[src/rtl/shift_pkg.sv]
// Shared definitions for the shift register and its serialiser stage.
package shift_pkg;

  localparam int unsigned SHIFT_W = 16;

  localparam logic DIR_MSB_FIRST = 1'b0;
  localparam logic DIR_LSB_FIRST = 1'b1;

  typedef enum logic [1:0] {
    IDLE  = 2'd0,
    SHIFT = 2'd1,
    PAR   = 2'd2,
    DONE  = 2'd3
  } ser_state_t;

endpackage

[src/rtl/shift_ser_tx.sv]
// Parallel-to-serial transmitter: accepts a word over valid/ready and
// emits it one bit per consumed beat, MSB- or LSB-first.
// Optional trailing even-parity bit when SHIFT_SER_TX_PARITY_EN is defined.
module shift_ser_tx
  import shift_pkg::*;
#(
  parameter int unsigned WIDTH = SHIFT_W,
  parameter int unsigned CNT_W = 7
) (
  input  logic             i_clk,
  input  logic             i_rst,
  input  logic             i_valid,
  output logic             o_ready,
  input  logic [WIDTH-1:0] i_data,
  input  logic             i_dir,
  output logic             o_sdata,
  output logic             o_sval,
  input  logic             i_sready,
  output logic             o_busy,
  output logic             o_done
);

  ser_state_t       state_q, state_nx;
  logic [WIDTH-1:0] shreg_q, shreg_nx;
  logic [CNT_W-1:0] cnt_q, cnt_nx;
  logic             dir_q, dir_nx;
`ifdef SHIFT_SER_TX_PARITY_EN
  logic             par_q, par_nx;
`endif

  logic ready_nx, sval_nx, busy_nx, done_nx, sdata_nx;

  // State and output registers; outputs are precomputed from next state.
  always_ff @(posedge i_clk or posedge i_rst) begin
    if (i_rst) begin
      state_q <= IDLE;
      shreg_q <= '0;
      cnt_q   <= '0;
      dir_q   <= DIR_MSB_FIRST;
`ifdef SHIFT_SER_TX_PARITY_EN
      par_q   <= 1'b0;
`endif
      o_ready <= 1'b0;
      o_sval  <= 1'b0;
      o_busy  <= 1'b0;
      o_done  <= 1'b0;
      o_sdata <= 1'b0;
    end else begin
      state_q <= state_nx;
      shreg_q <= shreg_nx;
      cnt_q   <= cnt_nx;
      dir_q   <= dir_nx;
`ifdef SHIFT_SER_TX_PARITY_EN
      par_q   <= par_nx;
`endif
      o_ready <= ready_nx;
      o_sval  <= sval_nx;
      o_busy  <= busy_nx;
      o_done  <= done_nx;
      o_sdata <= sdata_nx;
    end
  end

  // Next-state, datapath update and next output values.
  always_comb begin
    state_nx = state_q;
    shreg_nx = shreg_q;
    cnt_nx   = cnt_q;
    dir_nx   = dir_q;
`ifdef SHIFT_SER_TX_PARITY_EN
    par_nx   = par_q;
`endif
    ready_nx = 1'b0;
    sval_nx  = 1'b0;
    busy_nx  = 1'b0;
    done_nx  = 1'b0;
    sdata_nx = 1'b0;

    case (state_q)
      IDLE: begin
        if (i_valid && o_ready) begin
          shreg_nx = i_data;
          dir_nx   = i_dir;
          cnt_nx   = CNT_W'(WIDTH);
`ifdef SHIFT_SER_TX_PARITY_EN
          par_nx   = ^i_data;
`endif
          state_nx = SHIFT;
        end
      end
      SHIFT: begin
        if (o_sval && i_sready) begin
          shreg_nx = (dir_q == DIR_MSB_FIRST) ? (shreg_q << 1) : (shreg_q >> 1);
          cnt_nx   = cnt_q - CNT_W'(1);
          if (cnt_q == CNT_W'(1)) begin
`ifdef SHIFT_SER_TX_PARITY_EN
            state_nx = PAR;
`else
            state_nx = DONE;
`endif
          end
        end
      end
`ifdef SHIFT_SER_TX_PARITY_EN
      PAR: begin
        if (o_sval && i_sready) state_nx = DONE;
      end
`endif
      DONE:    state_nx = IDLE;
      default: state_nx = IDLE;
    endcase

    ready_nx = (state_nx == IDLE);
    busy_nx  = (state_nx != IDLE);
    done_nx  = (state_nx == DONE);
    if (state_nx == SHIFT) begin
      sval_nx  = 1'b1;
      sdata_nx = (dir_nx == DIR_MSB_FIRST) ? shreg_nx[WIDTH-1] : shreg_nx[0];
    end
`ifdef SHIFT_SER_TX_PARITY_EN
    if (state_nx == PAR) begin
      sval_nx  = 1'b1;
      sdata_nx = par_nx;
    end
`endif
  end

endmodule

[config.mk]
export PLATFORM = sky130hd
export DESIGN_NAME = shift_ser_tx
export DESIGN_NICKNAME = d
export VERILOG_FILES = /design/src/rtl/shift_pkg.sv /design/src/rtl/shift_ser_tx.sv
export SDC_FILE = /design/constraint.sdc
export NUM_CORES = 1
export LEC_CHECK = 0
export BUFFER_PORTS_ARGS = -buffer_cell sky130_fd_sc_hd__buf_2
export CAP_MARGIN = 10
export CORE_UTILIZATION = 55
export CTS_CLUSTER_DIAMETER = 80
export DETAILED_ROUTE_END_ITERATION = 6
export GPL_TIMING_DRIVEN = 0
export PLACE_DENSITY = 0.8
export SYNTH_ARGS = -nofsm -noshare
export SYNTH_HDL_FRONTEND = slang
export SYNTH_SLANG_ARGS = --single-unit
export TNS_END_PERCENT = 10
[constraint.sdc]
create_clock -name i_clk -period 1.8 [get_ports i_clk]
set_input_delay 0.27 -clock i_clk [delete_from_list [all_inputs] [get_ports i_clk]]
set_output_delay 0.27 -clock i_clk [all_outputs]
set_load 0.1 [all_outputs]
==> summary.md <==
| Metric | Value |
|---|---|
| Ys Warns | `0` |
| Clock slew at reported path FFs | `0.09 ns` |
| IO Pins | `26` |
| Clk network pwr share | `0.158` |
| Place WS | `0.1752 ns` |
| DRC | `0` |
| Worst Setup End Kind | `flop` |
| Seq/Total Area, Yosys | `0.5090` |
| Final Critical Period | `1.639 ns` |
| Buffers on Ports | `25` |
| Syn nets | `159` |
| Die width | `54.64 um` |
| Synth Flop Type | `dfrtp_1` |
| WP data arrival | `1.89 ns` |
| Avg Cell Area, Syn | `11.21 um^2` |
| Layout cells sized above 1 | `0.2749` |
| Tcrit/Tclk final | `0.9106` |
| Comb power frac | `0.423` |
| Clk buf depth | `2` |
| Synth Cell Area | `1524 um^2` |
| Final WS setup | `0.1609 ns` |
| Sw Ratio | `0.4065` |
| Sequential share of power | `0.419` |
| Slowest stage cell, crit path | `dfrtp_1` |
| Synth top area cells | `dfrtp_1, mux2i_1, a221o_1` |
| RePlAce Congestion | `0.7429` |
| Slowest stage delay, CP | `0.46 ns` |
| DIE HEIGHT | `54.64 um` |
| Total number of vias | `1,154` |
| Pin count of the biggest net entering global routing | `32` |
| H-tree levels | `2` |
| TritonCTS clock tree | `built` |
| Post-layout net count | `193` |
| Diodes inserted | `0` |
| CP Cell Sequence | `and4b_1 -> buf_2 -> nor2_2 -> buf_2 -> nand2_1 -> o21ai_0` |
| Starting Density | `0.5988` |
| Worst Path Max Fanout | `10` |
| R2R depth | `6` |
| Cell variety after synth | `31` |
| Hold Vio Cnt, Final | `0` |
| Status | `finished, final reports clean` |
| R2R Setup Slk | `0.16 ns` |
| DR iter-0 viols | `20` |
| F_max | `610.1 MHz` |
| Final setup violation count | `0` |
| Initial antenna violation count | `0` |
| DR vias/cell | `5.741` |
| Setup_tns | `0 ns` |
| Detail Route Antenna Nets | `0` |
| Crit path top cell by count | `buf_2` |
| Hold path start | `i_data[6]` |
| Num CTS Buffers | `5` |
| Critical Path Start Type | `flop` |
| Final wirelength | `3.034 mm` |
| Area share of the largest cell type after synthesis | `0.5090` |
| Synth Register Bits | `31` |
| Internal | `1.734 mW` |
| Clk_skew | `0.004129 ns` |
| Power Density | `1627 nW/um^2` |
| Hold EP | `shreg_q[6]$_DFFE_PP0P_` |
| Final Max Slew Viols | `0` |
| Ys async rst share | `1.000` |
| # clock sinks | `31` |
| Relative slew slack | `0.6721` |
| WHS | `0.1615 ns` |
| Fin util | `0.7055` |
| RSZ-0062 raised after global routing | `false` |
| GR Util All Layers | `0.2435` |
| Final global-route overflow total | `0` |
| First-pass GRT wire length | `4.947 mm` |
| Crit path required time | `2.05 ns` |
| DIE AREA | `2986 um^2` |
| P_sw | `1.188 mW` |
| HP Class | `primary input to flop` |
| Clock root cell | `clkbuf_4` |
| Worst Tran Pin Value | `0.4873 ns` |
| Core ar. | `2545 um^2` |
| DRT Pass-1 Iters | `4` |
| FF-to-FF End | `cnt_q[0]$_DFFE_PP0P_` |
| Syn-to-layout area delta | `17.82%` |
| Post-DP HPWL | `2.187 mm` |
| Post-CTS sizing | `0` |
| Area leader, netlist | `dfrtp_1` |
| Post-synth EDFFs | `0` |
| # rows | `18` |
| Number of max-cap violations | `0` |
| Lkg Pwr | `0.8782 nW` |
| Worst-skew pair later-pin latency | `0.33 ns` |
| Origin of the critical flop-to-flop path | `state_q[1]$_DFF_PP0_` |
| Post-Synthesis Cells | `136` |
| Hold path cells | `2` |
| WL/cell | `15.09 um` |
| WS Path Type | `flop to flop` |
| Postcts setup bufs | `0` |
| Vias in the first global route | `1,159` |
| Peak supply drop | `0.001271 V` |
## cell usage after synthesis (3+ instances only)
| library cell | number |
|---|---|
| a221o_1 | 14 |
| and4b_1 | 3 |
| buf_2 | 6 |
| dfrtp_1 | 31 |
| inv_1 | 6 |
| mux2i_1 | 15 |
| nand2_1 | 6 |
| nor2_1 | 23 |
| xor2_1 | 3 |
## power groups by stage
stage	combinational (mW)	sequential (mW)	clock [mW]
2_1_floorplan	0.816	1.37	0
3_3_place_gp	1.19	1.22	0
3_5_place_dp	1.22	1.24	0
4_1_cts	1.23	1.22	0.469
5_1_grt	1.36	1.26	0.502
6_report	1.23	1.22	0.462
## layout make-up
type / count / area [um^2]
Inverter: 6 / 22.52
Timing Repair Buffer: 27 / 162.7
Sequential cell: 31 / 778.2
Clock buffer: 8 / 68.82
Tap cell: 30 / 37.54
Fill cell: 195 / 749.5
Multi-Input combinational cell: 92 / 691.9
Buffer: 7 / 33.78
## repair_timing
action	in CTS	in global routing
endpoints found under the hold margin	0	5
hold buffers	0	1
endpoints found under the setup margin	0	0
## registers in the layout, summed over array words and instances, names as in the netlist
| register | count |
|---|---|
| o_done | 1 |
| state_q | 2 |
| o_busy | 1 |
| shreg_q | 16 |
| o_sdata | 1 |
| dir_q | 1 |
| cnt_q | 7 |
| o_sval | 1 |
| o_ready | 1 |
## cells by family (layout without fill, tap and decap cells)
logic type / Yosys count / count (layout) / synth area share
buffers and inverters: 13 / 48 / 0.03694
AOI/OAI and AO/OA: 26 / 26 / 0.1535
adders and majority gates: 2 / 2 / 0.01642
DFF: 31 / 31 / 0.5090
muxes: 16 / 16 / 0.1084
and+or+nand+nor: 43 / 43 / 0.1470
xor gates and xnor gates: 5 / 5 / 0.02874
## worst max path at each step
stage	to	slack [ns]	cells after the start	startpoint
2_1_floorplan	o_sdata$_DFF_PP0_	0.02	4	o_ready$_DFF_PP0_
3_3_place_gp	o_sdata$_DFF_PP0_	0.20	4	state_q[0]$_DFF_PP0_
3_5_place_dp	cnt_q[0]$_DFFE_PP0P_	0.18	6	state_q[1]$_DFF_PP0_
4_1_cts	cnt_q[0]$_DFFE_PP0P_	0.16	6	state_q[1]$_DFF_PP0_
5_1_grt	cnt_q[1]$_DFFE_PP0P_	0.03	6	state_q[1]$_DFF_PP0_
6_report	cnt_q[0]$_DFFE_PP0P_	0.16	6	state_q[1]$_DFF_PP0_
## layer usage
layer	track usage	routed length, um	vias up
li1	-	-	566
met5	0	0	-
met4	0.1154	48	0
met1	0.3125	1434	559
met3	0.06111	109	8
met2	0.3815	1441	21
## placed cells by master (no fill, tap or decap), drive strengths merged, types with 2 or more instances in the layout
master	instances
a2111o	2
a21boi	2
a21oi	2
a221o	14
and4b	3
buf	32
clkbuf	9
dfrtp	31
ha	2
inv	6
mux2i	15
nand2	6
nand3	2
nor2	24
nor4	2
o21ai	2
xnor2	2
xor2	3
## critical path: cells and delay by family, from the launching register on
| family | cells | cell delay, ns |
|---|---|---|
| simple gates | 3 | 0.56 |
| compound gates | 1 | 0.08 |
| buf+inv | 2 | 0.45 |
| flops | 1 | 0.46 |
## through the flow
step | cell area, um^2 | power [mW] | cells
global route | 1795 | 3.126 | 201
floorplan | 1526 | 2.189 | 136
finish | 1795 | 2.921 | 201
global placement | 1689 | 2.405 | 191
CTS | 1758 | 2.925 | 199
detailed placement | 1689 | 2.459 | 191
(Power assumes the default switching activity.)
